[src/rtl/store_write_buffer_if.sv]
// Store write buffer bus bundle.
//   Groups the core store port, the load-forwarding port, the memory drain
//   port and the occupancy status of the store write buffer.
//   master : the core/memory side (drives store, load address, mem_wready)
//   slave  : the buffer itself (drives stall, forwarding, drain, status)
interface store_write_buffer_if #(
    parameter int DEPTH = 4,
    parameter int AW    = 32,
    parameter int DW    = 32
);
    localparam int CW = $clog2(DEPTH) + 1;

    // core store port
    logic          memwrite;
    logic [AW-1:0] dataadr;
    logic [DW-1:0] writedata;
    logic          stall;
    // load forwarding port
    logic [AW-1:0] ld_adr;
    logic          ld_hit;
    logic [DW-1:0] ld_data;
    // memory drain port
    logic          mem_wvalid;
    logic          mem_wready;
    logic [AW-1:0] mem_wadr;
    logic [DW-1:0] mem_wdata;
    // status
    logic          empty;
    logic [CW-1:0] count;

    modport master (
        output memwrite, dataadr, writedata, ld_adr, mem_wready,
        input  stall, ld_hit, ld_data, mem_wvalid, mem_wadr, mem_wdata, empty, count
    );

    modport slave (
        input  memwrite, dataadr, writedata, ld_adr, mem_wready,
        output stall, ld_hit, ld_data, mem_wvalid, mem_wadr, mem_wdata, empty, count
    );
endinterface

[src/rtl/store_write_buffer.sv]
// Store write buffer.
//   FIFO between the core store port and data memory. A store is captured in
//   one cycle and drained in order over a valid/ready port. The core is
//   stalled while the buffer is full. Loads that hit a pending word address
//   are forwarded the youngest matching buffered data.
// Ports:
//   clk    rising-edge clock
//   reset  synchronous, active-low; clears all pending stores
//   bus    store_write_buffer_if.slave (store, forwarding, drain, status)
module store_write_buffer #(
    parameter int DEPTH = 4,
    parameter int AW    = 32,
    parameter int DW    = 32
) (
    input  logic                 clk,
    input  logic                 reset,
    store_write_buffer_if.slave  bus
);
    localparam int PW = $clog2(DEPTH);
    localparam int CW = PW + 1;

    logic [PW-1:0] wr_ptr_q, wr_ptr_d;
    logic [PW-1:0] rd_ptr_q, rd_ptr_d;
    logic [CW-1:0] count_q, count_d;

    // Entry storage is not reset: validity comes from rd_ptr/count alone,
    // and every output derived from it is gated by that validity.
    logic [AW-1:0] adr_q  [DEPTH];
    logic [DW-1:0] data_q [DEPTH];

    logic full, empty, push, pop;

    logic [DEPTH-1:0] entry_valid;
    logic [DEPTH-1:0] entry_match;

    logic          fwd_hit;
    logic [DW-1:0] fwd_data;
    logic [PW-1:0] fwd_idx;

    // Full is decided from count only, so a same-cycle pop never lets a
    // store in while the buffer is full.
    assign full  = (count_q == CW'(DEPTH));
    assign empty = (count_q == '0);
    assign push  = bus.memwrite & ~full;
    assign pop   = ~empty & bus.mem_wready;

    always_comb begin
        wr_ptr_d = wr_ptr_q;
        rd_ptr_d = rd_ptr_q;
        if (push) begin
            wr_ptr_d = wr_ptr_q + PW'(1);
        end
        if (pop) begin
            rd_ptr_d = rd_ptr_q + PW'(1);
        end
        count_d = count_q + CW'(push) - CW'(pop);
    end

    always_ff @(posedge clk) begin
        if (!reset) begin
            wr_ptr_q <= '0;
            rd_ptr_q <= '0;
            count_q  <= '0;
        end else begin
            wr_ptr_q <= wr_ptr_d;
            rd_ptr_q <= rd_ptr_d;
            count_q  <= count_d;
        end
    end

    always_ff @(posedge clk) begin
        if (reset && push) begin
            adr_q[wr_ptr_q]  <= bus.dataadr;
            data_q[wr_ptr_q] <= bus.writedata;
        end
    end

    // Per-entry validity and word-address match. An entry is valid when its
    // age (distance from the head, modulo DEPTH) is below the occupancy.
    for (genvar gi = 0; gi < DEPTH; gi++) begin : g_entry
        logic [PW-1:0] age;
        assign age              = PW'(gi) - rd_ptr_q;
        assign entry_valid[gi]  = ({1'b0, age} < count_q);
        assign entry_match[gi]  = entry_valid[gi] &&
                                  (adr_q[gi][AW-1:2] == bus.ld_adr[AW-1:2]);
    end

    // Walk entries oldest to youngest; the last match seen is the youngest.
    // The incoming store is not yet an entry, so it is never forwarded.
    always_comb begin
        fwd_hit  = 1'b0;
        fwd_data = '0;
        fwd_idx  = rd_ptr_q;
        for (int k = 0; k < DEPTH; k++) begin
            fwd_idx = rd_ptr_q + PW'(k);
            if (entry_match[fwd_idx]) begin
                fwd_hit  = 1'b1;
                fwd_data = data_q[fwd_idx];
            end
        end
    end

    assign bus.stall      = bus.memwrite & full;
    assign bus.ld_hit     = fwd_hit;
    assign bus.ld_data    = fwd_data;
    assign bus.mem_wvalid = ~empty;
    assign bus.mem_wadr   = empty ? '0 : adr_q[rd_ptr_q];
    assign bus.mem_wdata  = empty ? '0 : data_q[rd_ptr_q];
    assign bus.empty      = empty;
    assign bus.count      = count_q;
endmodule

[src/flat_wrapper.sv]
// flat-port wrapper written by rule: the top's interface ports become plain ports
module store_write_buffer_flat 
#(
    parameter int DEPTH = 4,
    parameter int AW    = 32,
    parameter int DW    = 32
)
  (clk, reset, bus_memwrite, bus_dataadr, bus_writedata, bus_ld_adr, bus_mem_wready, bus_stall, bus_ld_hit, bus_ld_data, bus_mem_wvalid, bus_mem_wadr, bus_mem_wdata, bus_empty, bus_count);
  store_write_buffer_if #(.DEPTH(DEPTH), .AW(AW), .DW(DW)) bus_i ();
  input  logic clk;
  input  logic reset;
  input wire logic [$bits(bus_i.memwrite)-1:0] bus_memwrite;
  input wire logic [$bits(bus_i.dataadr)-1:0] bus_dataadr;
  input wire logic [$bits(bus_i.writedata)-1:0] bus_writedata;
  input wire logic [$bits(bus_i.ld_adr)-1:0] bus_ld_adr;
  input wire logic [$bits(bus_i.mem_wready)-1:0] bus_mem_wready;
  output wire logic [$bits(bus_i.stall)-1:0] bus_stall;
  output wire logic [$bits(bus_i.ld_hit)-1:0] bus_ld_hit;
  output wire logic [$bits(bus_i.ld_data)-1:0] bus_ld_data;
  output wire logic [$bits(bus_i.mem_wvalid)-1:0] bus_mem_wvalid;
  output wire logic [$bits(bus_i.mem_wadr)-1:0] bus_mem_wadr;
  output wire logic [$bits(bus_i.mem_wdata)-1:0] bus_mem_wdata;
  output wire logic [$bits(bus_i.empty)-1:0] bus_empty;
  output wire logic [$bits(bus_i.count)-1:0] bus_count;
  assign bus_i.memwrite = bus_memwrite;
  assign bus_i.dataadr = bus_dataadr;
  assign bus_i.writedata = bus_writedata;
  assign bus_i.ld_adr = bus_ld_adr;
  assign bus_i.mem_wready = bus_mem_wready;
  assign bus_stall = bus_i.stall;
  assign bus_ld_hit = bus_i.ld_hit;
  assign bus_ld_data = bus_i.ld_data;
  assign bus_mem_wvalid = bus_i.mem_wvalid;
  assign bus_mem_wadr = bus_i.mem_wadr;
  assign bus_mem_wdata = bus_i.mem_wdata;
  assign bus_empty = bus_i.empty;
  assign bus_count = bus_i.count;
  store_write_buffer #(.DEPTH(DEPTH), .AW(AW), .DW(DW)) u_core (.clk(clk), .reset(reset), .bus(bus_i));
endmodule
[config.mk]
export PLATFORM = sky130hd
export DESIGN_NAME = store_write_buffer_flat
export DESIGN_NICKNAME = d
export VERILOG_FILES = /design/src/rtl/store_write_buffer_if.sv /design/src/rtl/store_write_buffer.sv /design/src/flat_wrapper.sv
export SDC_FILE = /design/constraint.sdc
export NUM_CORES = 1
export LEC_CHECK = 0
export ABC_AREA = 0
export CAP_MARGIN = 40
export CELL_PAD_IN_SITES_DETAIL_PLACEMENT = 1
export CELL_PAD_IN_SITES_GLOBAL_PLACEMENT = 1
export CORE_UTILIZATION = 50
export CTS_BUF_LIST = sky130_fd_sc_hd__clkbuf_16
export CTS_CLUSTER_DIAMETER = 200
export CTS_CLUSTER_SIZE = 10
export DETAILED_ROUTE_END_ITERATION = 8
export GPL_ROUTABILITY_DRIVEN = 0
export HOLD_SLACK_MARGIN = 0.12
export PLACE_DENSITY = 0.92
export SLEW_MARGIN = 30
export SYNTH_ARGS = -nofsm -noshare
export SYNTH_HDL_FRONTEND = slang
export SYNTH_SLANG_ARGS = --single-unit
[constraint.sdc]
create_clock -name clk -period 12.3 [get_ports clk]
set_input_delay 3.075 -clock clk [delete_from_list [all_inputs] [get_ports clk]]
set_output_delay 3.075 -clock clk [all_outputs]
set_load 0.01 [all_outputs]
======== Word-level counts from Yosys, hierarchy flattened ========
Memories as Yosys holds them, arrays and structs flattened. A register that Yosys moved wholly into a read port is not among the register bits.
Cells that the tools add are included.
storage, ports and cells
  flip-flop bits (word level) ............. 7
  bits in writable memories ............... 256
  input port bits ......................... 100
  logic and storage cells ................. 63
  memories kept ........................... 2
memories
  name           depth  width  read ports  clocked after Yosys merged registers in  wr ports  RTL line                  text
  u_core.adr_q   4      32     5           1                                        1         store_write_buffer.sv:28  logic [AW-1:0] adr_q [DEPTH];
  u_core.data_q  4      32     4           1                                        1         store_write_buffer.sv:29  logic [DW-1:0] data_q [DEPTH];
operators by class
  add/subtract/negate cells ............... 10
  magnitude comparators ................... 8
  equality and inequality tests ........... 5
  multiplexer cells ....................... 24
  bitwise operators ....................... 5
  reduce and logical (&&, ||, !) cells .... 6
operator list
  operator               count
  $mux W32               6
  $eq A30 B30 Y1         4
  $lt A2 B3 Y1           4
  $lt A2 B3 Y1 const B   4
  $mux W1                10
  $bmux W1 S2            4
  $mux W2                4
  $logic_and A1 B1 Y1    5
  $add A2 B1 Y2 const B  2
  $add A2 B2 Y2 const B  2
  $sub A1 B2 Y2 const A  2
  $sub A2 B2 Y2 const A  2
  $add A3 B1 Y3          1
  $and A1 B1 Y1          3
  $eq A3 B3 Y1 const B   1
  $logic_not A3 Y1       1
  $sub A3 B1 Y3          1
  $not A1 Y1             2

======== Logic depth before layout (Yosys ltp) ========
  depth in word-level cells ............... 9
  gate-level depth with buffers ........... 17

======== Worst setup path after synthesis ========
No wires, ideal clock.
  kind .................................... input-to-output
  from .................................... in bus_ld_adr[26]
  to ...................................... out bus_ld_data[13]
  arrival time ............................ 5216 ps
  data required time ...................... 9225 ps
  path slack .............................. 4009 ps
  cell stages on the path ................. 9
  cells stage by stage .................... clkbuf_2 -> xor2_1 -> or4_1 -> a2111oi_0 -> mux4_2 -> buf_6 -> buf_6 -> a22oi_2 -> a221oi_2
between the ends
  longest elaborated chain between the ends .. 8
ends and longest elaborated chain
  item                           RTL line                  text
  start: declaration             flat_wrapper.sv:15        input wire logic [$bits(bus_i.ld_adr)-1:0] bus_ld_adr;
  $eq A30 B30 Y1                 store_write_buffer.sv:85  (adr_q[gi][AW-1:2] == bus.ld_adr[AW-1:2]);
  $logic_and A1 B1 Y1            store_write_buffer.sv:84  assign entry_match[gi] = entry_valid[gi] &&
  $bmux W1 S2                    store_write_buffer.sv:96  if (entry_match[fwd_idx]) begin
  $mux W1 (not written as such)  store_write_buffer.sv:96
  $mux W32 (3 in series)         store_write_buffer.sv:96
  $mux W32 *                     store_write_buffer.sv:96
  end: declaration               flat_wrapper.sv:19        output wire logic [$bits(bus_i.ld_data)-1:0] bus_ld_data;
Every way passes the cells marked *; elsewhere a longest branch is shown, timed or not. The select of a mux whose other input is x is not followed.

======== Worst setup path in the final report ========
  from .................................... in bus_ld_adr[5]
  to ...................................... out bus_ld_data[5]
The elaborated chain is that of the path after synthesis.

==> run summary <==
status - finished, final reports clean
Static Leakage - 0.005783 uW
Net Switching - 996.9 uW
CTS root buffer - clkbuf_16
Hold Path Class - reg -> reg
Final Hold Viols - 0
drt initial violations - 946
warnings from Yosys - 0
initial antenna violation count - 4
Sw Ratio - 31.75%
Period Utilization, post-route - 83.53%
crit path DAT - 7.20 ns
Least-Margin Pin Slew - 0.7040 ns
final setup margin - 2.026 ns
Core Rows - 63
Slew Viols, Final - 0
CP Capture Type - output port
Clk Latency, worst-skew pair - 0.55 ns
internal power - 2143 uW
post-CTS sizing - 0
die width - 176.0 microns
Core ar. - 29,720 sq um
# H-tree levels - 1
Synth Area in Simple Gates - 7.914%
dpl hpwl - 29,540 microns
share of cells above drive strength 1 - 19.06%
CTS tree - built
placed standard-cell area - 17,440 sq um
most numerous cell in the Yosys netlist - edfxtp_1
hold endpoint - u_core.wr_ptr_q[1]$_SDFFE_PN0P_
Syn Area/Cell - 14.48 sq um
metal2 WL - 22,800 microns
syn_nets - 1,156
min cycle time layout - 10.27 ns
cell taking the most area after synthesis - edfxtp_1
Slew headroom - 53.07%
Via density - 6.478
CP Launch Type - primary input
Place WS - 1.889 ns
nets@finish - 1,317
total wire length - 44,050 microns
die height - 176.0 microns
# setup viols final - 0
FMAX - 97.34 MHz
hold_buf cts - 0
XOR/XNOR Fraction of Synth Area - 7.343%
Hold Path Origin - u_core.wr_ptr_q[1]$_SDFFE_PN0P_
combinational share of power - 38.3%
Post CTS Setup Buffer Count - 0
Power Density - 171.0 nW/um^2
critical path data required time - 9.22 ns
CP max FO - 24
number of flops mapped to enable cells by yosys - 256
FF-to-FF End - u_core.bus.count[2]$_SDFF_PN0_
full die area - 30,960 sq um
Synth area leaders - edfxtp_1 (51%), mux4_2 (17%), xnor2_1 (4.7%), and2_1 (2.9%), xor2_1 (2.5%)
largest net degree at the start of global routing - 61
Ports - 203
Synth Area in Compound Gates - 7.839%
Reg2Reg Setup Slack - 9.26 ns
post-route ant nets - 0
setup TNS - 0 ns
unrepaired setup endpoints after global routing - no
Clock Pin Slew Worst Setup and Hold Paths - 0.06 ns
Area growth syn-to-layout - 21.33%
synthesis-stage register bit count - 265
mux share of post-synthesis cell area - 20.70%
total power draw - 3140 uW
Synth cell types - 58
drt wl/cell - 27.38 microns
Max Used Layer - met5
Layout Skew - 0.01208 ns
Starting Density - 50.92%
Post-synth top cells - edfxtp_1 (256), mux4_2 (115), xnor2_1 (82)
CP Class - in -> out
DR vias - 10,420
Max-Cap Viols - 0
Num CTS Buffers - 30
ys flop type - edfxtp_1
Clk pwr share - 24.9%
worst vdd ir - 0.1557 mV
Layout Utilization - 61.77%
Post-Syn Area - 15,130 sq um
reg2reg start - u_core.bus.count[2]$_SDFF_PN0_
first-pass GRT wire length - 66,810 microns
final instance area - 18,360 sq um
ys async rst share - 0%
GRT overflow - 0
clock net sink count - 265
top-area cell type share of the netlist area - 50.81%
worst reg-to-reg path cell count - 10
DR pass1 iterations - 5
DRC Markers - 0
Post-Synth Adder-Cell Area - 0.9592%
met3 WL post-DR - 2876 microns
WHS Path Cells - 2
vias in the first global route - 11,090
Tot GR Track Use - 28.71%
Max Root-Sink Buffers - 3
register area share after synthesis - 52.00%
Reg power frac - 36.8%
largest family of logic cells by synthesized area - multiplexers
met1 WL - 16,730 microns
Syn Inst Count - 1,045
PortBufs - 200
[metal layers]
metal  vias up  global-route usage [%]
met5         -                       0
met4         6                   10.94
met3       114                   3.704
met2       525                   50.68
met1      5374                   36.05
li1       4404                       -
[power groups by stage]
stage / combinational, uW / clock, uW / sequential, uW
after global routing: 1280 / 818 / 1170
after CTS: 1170 / 792 / 1180
after detailed placement: 1150 / 0 / 1200
after floorplan: 767 / 0 / 1100
after global placement: 1100 / 0 / 1200
final: 1200 / 781 / 1160
[state kept, by name (all words and copies together) (netlist names), named ones only]
register,cells
u_core.bus.count,3
u_core.data_q,128
u_core.adr_q,128
u_core.wr_ptr_q,2
u_core.rd_ptr_q,2
[worst max-delay path, cell delays in order]
cell             delay [ns]
clkdlybuf4s50_1        0.68
xor2_1                 0.17
nor4_1                 0.43
nand3_1                0.16
a2111oi_0              0.62
mux4_2                 0.73
buf_16                 0.23
nand2_1                0.07
a21o_1                 0.19
a31oi_1                0.22
clkdlybuf4s50_1        0.61
[stage by stage]
step,std cells,hold WS [ns]
after detailed placement,1560,0.5766
after CTS,1603,0.5844
after global routing,1609,0.5888
final,1609,0.5832
after floorplan,1045,0.5278
after global placement,1554,0.5508
[layout make-up]
class                           instances  area, sq um
Antenna cell                            2        5.005
Clock buffer                           31        775.7
Clock inverter                         12        48.80
Fill cell                            2742        11360
Inverter                               19        72.57
Multi-Input combinational cell        673         6793
Sequential cell                       265         7883
Tap cell                              390        488.0
Timing Repair Buffer                  217         2292
[worst max-delay path by stage]
stage / start / end / slack, ns / depth (start not counted)
floorplan: bus_ld_adr[26] / bus_ld_data[13] / 4.01 / 9
global placement: bus_ld_adr[20] / bus_ld_data[7] / 2.04 / 10
detailed placement: bus_ld_adr[20] / bus_ld_data[11] / 1.89 / 10
CTS: bus_ld_adr[8] / bus_ld_data[5] / 1.92 / 10
global route: bus_ld_adr[5] / bus_ld_data[2] / 1.89 / 10
finish: bus_ld_adr[5] / bus_ld_data[5] / 2.03 / 11
[placed cells by master (no fill, tap or decap), types with 29 or more instances in the layout]
master	count
nor2_1	54
inv_1	29
edfxtp_1	256
clkbuf_16	31
xor2_1	43
mux4_2	115
xnor2_1	82
and2_1	71
a21oi_1	44
clkdlybuf4s50_1	200
[cell families (layout without fill, tap and decap cells)]
logic type / after synthesis / after routing
compound gates: 152 / 152
fa+ha+maj: 11 / 11
mux: 166 / 166
other cells: 0 / 2
buf+inv: 107 / 279
flops: 265 / 265
simple gates: 218 / 218
xor+xnor: 126 / 126
No activity file was read; power rests on OpenSTA's default activity.
